### config.mk
export PLATFORM = sky130hd
export DESIGN_NAME = btf_addsub
export DESIGN_NICKNAME = d
export VERILOG_FILES = /design/src/rtl/btf_addsub.sv
export SDC_FILE = /design/constraint.sdc
export NUM_CORES = 1
export LEC_CHECK = 0
export ABC_CLOCK_PERIOD_IN_PS = 7590
export BUFFER_PORTS_ARGS = -buffer_cell sky130_fd_sc_hd__buf_4
export CAP_MARGIN = 5
export CORE_ASPECT_RATIO = 1.2
export CORE_MARGIN = 2
export CORE_UTILIZATION = 32
export CTS_BUF_LIST = sky130_fd_sc_hd__clkbuf_8
export DETAILED_ROUTE_END_ITERATION = 8
export GPL_ROUTABILITY_DRIVEN = 1
export PLACE_DENSITY = 0.46
export SYNTH_ARGS = -nofsm -noshare
export SYNTH_HDL_FRONTEND = slang
export SYNTH_SLANG_ARGS = --single-unit
### constraint.sdc
create_clock -name clk -period 7.59 [get_ports clk]
set_input_delay 2.277 -clock clk [delete_from_list [all_inputs] [get_ports clk]]
set_output_delay 2.277 -clock clk [all_outputs]
set_load 0.01 [all_outputs]
### src/rtl/btf_addsub.sv
// rtl/btf_addsub.sv - butterfly modular add/sub stage with optional halving
module btf_addsub #(
    parameter int          LOGQ    = 32,
    parameter logic [63:0] Q_VALUE = 64'd0,
    parameter int          OUT_REG = 1,
    parameter int          TAG_W   = 8
) (
    input  logic             clk,
    input  logic             rst_n,
    input  logic [LOGQ-1:0]  q,
    input  logic             in_valid,
    input  logic [1:0]       mode,
    input  logic [LOGQ-1:0]  e,
    input  logic [LOGQ-1:0]  o,
    input  logic [TAG_W-1:0] in_tag,
    output logic             out_valid,
    output logic [LOGQ-1:0]  x,
    output logic [LOGQ-1:0]  y,
    output logic [TAG_W-1:0] out_tag
);

    logic [LOGQ-1:0] w_qe;
    assign w_qe = (Q_VALUE != 64'd0) ? Q_VALUE[LOGQ-1:0] : q;

    // (v+m)/2 for odd v and odd m, rewritten so it never needs an extra bit
    function automatic logic [LOGQ-1:0] halve(input logic [LOGQ-1:0] v,
                                               input logic [LOGQ-1:0] m);
        return v[0] ? (v >> 1) + (m >> 1) + LOGQ'(1) : (v >> 1);
    endfunction

    logic             r1_valid;
    logic [LOGQ-1:0]  r1_e;
    logic [LOGQ-1:0]  r1_o;
    logic [1:0]       r1_mode;
    logic [TAG_W-1:0] r1_tag;

    always_ff @(posedge clk or negedge rst_n) begin
        if (!rst_n) begin
            r1_valid <= 1'b0;
            r1_e     <= '0;
            r1_o     <= '0;
            r1_mode  <= '0;
            r1_tag   <= '0;
        end else begin
            r1_valid <= in_valid;
            if (in_valid) begin
                r1_e    <= e;
                r1_o    <= o;
                r1_mode <= mode;
                r1_tag  <= in_tag;
            end
        end
    end

    logic [LOGQ:0]   w_sum;
    logic [LOGQ:0]   w_dif;
    logic [LOGQ-1:0] w_sum_c;
    logic [LOGQ-1:0] w_dif_c;
    logic [LOGQ-1:0] w_a;
    logic [LOGQ-1:0] w_b;
    logic            w_halve;

    // Corrections are done modulo 2^LOGQ; the true result is < q so it fits
    assign w_sum   = {1'b0, r1_e} + {1'b0, r1_o};
    assign w_dif   = {1'b0, r1_e} - {1'b0, r1_o};
    assign w_sum_c = (w_sum >= {1'b0, w_qe}) ? w_sum[LOGQ-1:0] - w_qe : w_sum[LOGQ-1:0];
    assign w_dif_c = w_dif[LOGQ] ? w_dif[LOGQ-1:0] + w_qe : w_dif[LOGQ-1:0];
    assign w_a     = r1_mode[1] ? r1_e : w_sum_c;
    assign w_b     = r1_mode[1] ? r1_o : w_dif_c;
    assign w_halve = (r1_mode == 2'b01);

    generate
        if (OUT_REG != 0) begin : g_out_reg
            logic             r2_valid;
            logic             r2_halve;
            logic [LOGQ-1:0]  r2_a;
            logic [LOGQ-1:0]  r2_b;
            logic [TAG_W-1:0] r2_tag;
            logic             r3_valid;
            logic [LOGQ-1:0]  r3_x;
            logic [LOGQ-1:0]  r3_y;
            logic [TAG_W-1:0] r3_tag;

            always_ff @(posedge clk or negedge rst_n) begin
                if (!rst_n) begin
                    r2_valid <= 1'b0;
                    r2_halve <= 1'b0;
                    r2_a     <= '0;
                    r2_b     <= '0;
                    r2_tag   <= '0;
                    r3_valid <= 1'b0;
                    r3_x     <= '0;
                    r3_y     <= '0;
                    r3_tag   <= '0;
                end else begin
                    r2_valid <= r1_valid;
                    r3_valid <= r2_valid;
                    if (r1_valid) begin
                        r2_halve <= w_halve;
                        r2_a     <= w_a;
                        r2_b     <= w_b;
                        r2_tag   <= r1_tag;
                    end
                    if (r2_valid) begin
                        r3_x   <= r2_halve ? halve(r2_a, w_qe) : r2_a;
                        r3_y   <= r2_halve ? halve(r2_b, w_qe) : r2_b;
                        r3_tag <= r2_tag;
                    end
                end
            end

            assign out_valid = r3_valid;
            assign x         = r3_x;
            assign y         = r3_y;
            assign out_tag   = r3_tag;
        end else begin : g_no_out_reg
            logic             r2_valid;
            logic [LOGQ-1:0]  r2_x;
            logic [LOGQ-1:0]  r2_y;
            logic [TAG_W-1:0] r2_tag;

            always_ff @(posedge clk or negedge rst_n) begin
                if (!rst_n) begin
                    r2_valid <= 1'b0;
                    r2_x     <= '0;
                    r2_y     <= '0;
                    r2_tag   <= '0;
                end else begin
                    r2_valid <= r1_valid;
                    if (r1_valid) begin
                        r2_x   <= w_halve ? halve(w_a, w_qe) : w_a;
                        r2_y   <= w_halve ? halve(w_b, w_qe) : w_b;
                        r2_tag <= r1_tag;
                    end
                end
            end

            assign out_valid = r2_valid;
            assign x         = r2_x;
            assign y         = r2_y;
            assign out_tag   = r2_tag;
        end
    endgenerate

endmodule
==> results.toml <==
[sta]
slew_headroom_pct = 32.0
skew_ns = 0.0379
fin_crit_ns = 6.55
fmax_mhz = 153
fin_tns_setup_ns = 0
whs_ns = 0.476
grt_setup_unrepaired = "false"
worst_pin_slew_ns = 1.02
drv_slew = 0
setup_violations = 0
fin_crit_sh_pct = 86.3
hold_viol = 0

[global_route]
first_global_vias = 18283
grtUsageTotal_pct = 21.6
grt_max_degree = 120
antenna_found_initial = 2
grt_pass1_wl_um = 108000
grt-ovfl-total = 0

[setup_path]
ff2ff_setup_slack_ns = 1.04
r2r_end = "g_out_reg.r2_a[9]"
critPathLaunchType = "flip-flop"
required_ns = 8.10
slowest_delay_ns = 0.75
worst_path_max_delay_cell = "a311o_1"
reg2reg_from = "r1_e[2]"
critPathArrivalTime_ns = 7.06
reg2reg_depth = 21
crit_type = "reg -> reg"
crit_fanout = 21
cp-end-kind = "flip-flop"
path_cells = "ha_1 > nand2b_1 > a21oi_1 > nor2_1 > o311ai_1 > nand4bb_1 > o41ai_2 > a31oi_1 > o31ai_1 > a221oi_1 > xor2_1 > ha_1 > nand3_1 > nor4_1 > nand3_1 > nand4_1 > a311o_1 > buf_4 > mux2i_1 > o21ai_0 > mux2_2"

[floorplanning]
io_pins = 182
start_util_pct = 32.2
rows = 100
design.core.area_um2 = 61800
die-area_um2 = 64300
die_height_um = 277
die_w_um = 232

[outcome]
status = "complete, no violations"

[logic_synthesis]
ys_types = 91
yosysSeqAreaShare_pct = 27.9
ys.flop_type = "dfrtp_1"
async_flop_share_pct = 100
syn_nets = 2678
postSynthCellCount = 2374
ys_seq_elements = 222
netlist_area_um2 = 19900
syn_avg_cell_area_um2 = 8.40
synth_edf_count = 0
yosysWarnings = 0

[run]
drv_cap = 0

[power_and_ir_drop]
max-vdd-ir-drop_uv = 128
pwr-share-clk_pct = 17.0
p_leak_uw = 0.0106
comb_power_share_pct = 58.8
power_switching_share_pct = 45.8
internal_power_uw = 4240
p_per_area_nw_per_um2 = 341
power.switching_uw = 3580
sequentialPowerShare_pct = 24.2

[hold_path]
worst_hold_path.endpoint = "x[17]"
holdPathStages = 1
min_from = "x[17]"
min_path_type = "reg -> reg"

[detailed_routing]
detail_route.wl_per_cell_um = 21.0
drc = 0
dr.pass1.iters = 5
num_vias = 18231
viasPerCell = 5.45
drtIter0Drc = 1326
ant_nets = 0
totalWireLength_um = 70300

[placement]
port_buffers = 181
place_hpwl_um = 54500
routabilityCongestion = 0.946

[final_layout]
drive_above_1_share_pct = 15.1
area_growth_pct = 14.9
nNetsFinal = 2798

[clock_network]
clk_latency_ns = 0.63
cts_max_level = 2
cts_setup_buffers = 0
cts_tree = "yes"
clk_path_buf_depth = 3
clk_pin_slew_ns = 0.06
clock_sinks = 222
cts_buffers = 45
cts_resized = 0
hold_buffers = 0
cts-root-buf = "clkbuf_8"
==> registers in the layout, summed over array words and instances (netlist names), 8 cells and up <==
signal / cells
r1_o: 32
x: 32
out_tag: 8
g_out_reg.r2_tag: 8
r1_e: 32
r1_tag: 8
g_out_reg.r2_b: 32
y: 32
g_out_reg.r2_a: 32
==> layout by cell type (no fill, tap or decap), types with 7 or more instances in the layout <==
master     synthesis  final
dfrtp_1          222    218
nor2b_1           25     25
a21o_1           106    106
o21ai_0          167    167
and2_1             7      7
o21bai_1          34     34
nor2_1           186    186
xor2_1            45     45
a21oi_1          238    238
nor4_1             7      7
nand2_1          129    129
o31ai_1           13     13
a211oi_1          50     50
a311oi_1           7      7
clkbuf_8           0     56
xnor2_1          108    108
nand3_1           61     61
nand2b_1          21     21
o2bb2ai_1         14     14
a31oi_1           24     23
o221ai_1          26     26
mux2_2            71     71
a221oi_1          12     12
and3_1            17     17
o21a_1            20     20
inv_1            160    173
o211ai_1          16     16
nand4_1           14     14
buf_4              3    197
a22oi_1            7      7
nor3_1            32     32
or2_2             10     10
o21ai_1           15     15
clkinv_2           0      7
mux2i_1           54     54
o22ai_1            8      8
or3_1             19     19
ha_1             189    189
==> cell type report <==
| type | instances | area (µm²) |
|---|---|---|
| diodes | 2 | 5.00 |
| clock buffers | 56 | 771 |
| clock inverters | 26 | 166 |
| fillers | 6466 | 38900 |
| inverters | 164 | 616 |
| multi-input cells | 1862 | 13300 |
| flip-flops and latches | 222 | 5560 |
| well taps | 816 | 1020 |
| repair buffers | 199 | 1510 |
==> how the worst max path moves through the flow <==
stage | start | end | slack, ns | cells after the start
3_3_place_gp | q[5] | g_out_reg.r2_a[13] | 1.20 | 14
6_report | r1_e[2] | g_out_reg.r2_a[9] | 1.04 | 21
5_1_grt | r1_o[1] | g_out_reg.r2_a[13] | 0.61 | 24
2_1_floorplan | q[1] | x[20] | 2.44 | 14
3_5_place_dp | q[8] | g_out_reg.r2_a[9] | 1.13 | 14
4_1_cts | r1_o[1] | g_out_reg.r2_a[17] | 1.14 | 24
==> kinds of logic after synthesis <==
logic type / after synthesis / share of synthesized area [%]
AO/OA/AOI/OAI: 828 / 27.0
AND/OR/NAND/NOR: 560 / 13.4
buffers and inverters: 290 / 5.72
flip-flops: 222 / 27.9
adder cells (fa/ha/maj): 195 / 12.5
XOR/XNOR: 154 / 6.84
multiplexers: 125 / 6.72
==> layer usage <==
metal | vias up | track usage, % | share of wire, %
li1 | 8897 | - | -
met1 | 8793 | 30.7 | 48
met2 | 449 | 34.0 | 45
met3 | 92 | 3.01 | 5.0
met4 | 0 | 5.93 | 2.3
met5 | - | 0 | 0
==> critical path, delay by kind of cell, from the launching register on <==
family	cells	cell delay (ns)
compound gates	8	2.71
simple gates	7	1.36
fa+ha+maj	2	0.80
mux	2	0.50
buf+inv	1	0.44
flops	1	0.41
xor+xnor	1	0.19
==> power by group through the flow <==
stage,Combinational [µW],Sequential [µW],Clock (µW)
2_1_floorplan,3320,1800,0
4_1_cts,4580,1890,1390
3_5_place_dp,4560,1910,0
5_1_grt,5110,1940,1440
3_3_place_gp,4540,1900,0
6_report,4600,1890,1330
==> stage by stage <==
stage	utilization [%]	total power [µW]	setup slack (ns)	std cells	cell area [µm²]
after floorplan	-	5130	2.44	2374	19900
after global placement	35.5	6450	1.20	3263	22000
after detailed placement	35.5	6470	1.13	3263	22000
after CTS	37.1	7860	1.14	3345	22900
after global routing	37.1	8490	0.609	3347	22900
final	37.1	7820	1.04	3347	22900
==> synth_stat cells (8+ instances only) <==
cell	number	area, µm²
nor3_1	32	160
xor2_1	45	394
buf_2	20	100
ha_1	189	2360
o221ai_1	26	228
nor2b_1	25	156
xnor2_1	108	946
a221oi_1	12	105
o21ai_1	15	75.1
nand2_1	129	484
nand4_1	14	87.6
inv_1	160	601
dfrtp_1	222	5560
and3_1	17	106
or3_1	19	119
or2_2	10	62.6
o21bai_1	34	255
mux2i_1	54	541
nand2b_1	21	131
o31ai_1	13	97.6
o21ai_0	167	836
nor2_1	186	698
a21oi_1	238	1190
o211ai_1	16	120
clkbuf_1	94	353
a211oi_1	50	375
o22ai_1	8	50.1
a31oi_1	24	150
nand3_1	61	305
a21o_1	106	796
mux2_2	71	800
o2bb2ai_1	14	123
o21a_1	20	150
Note: power is estimated with default switching activity, not from simulation.
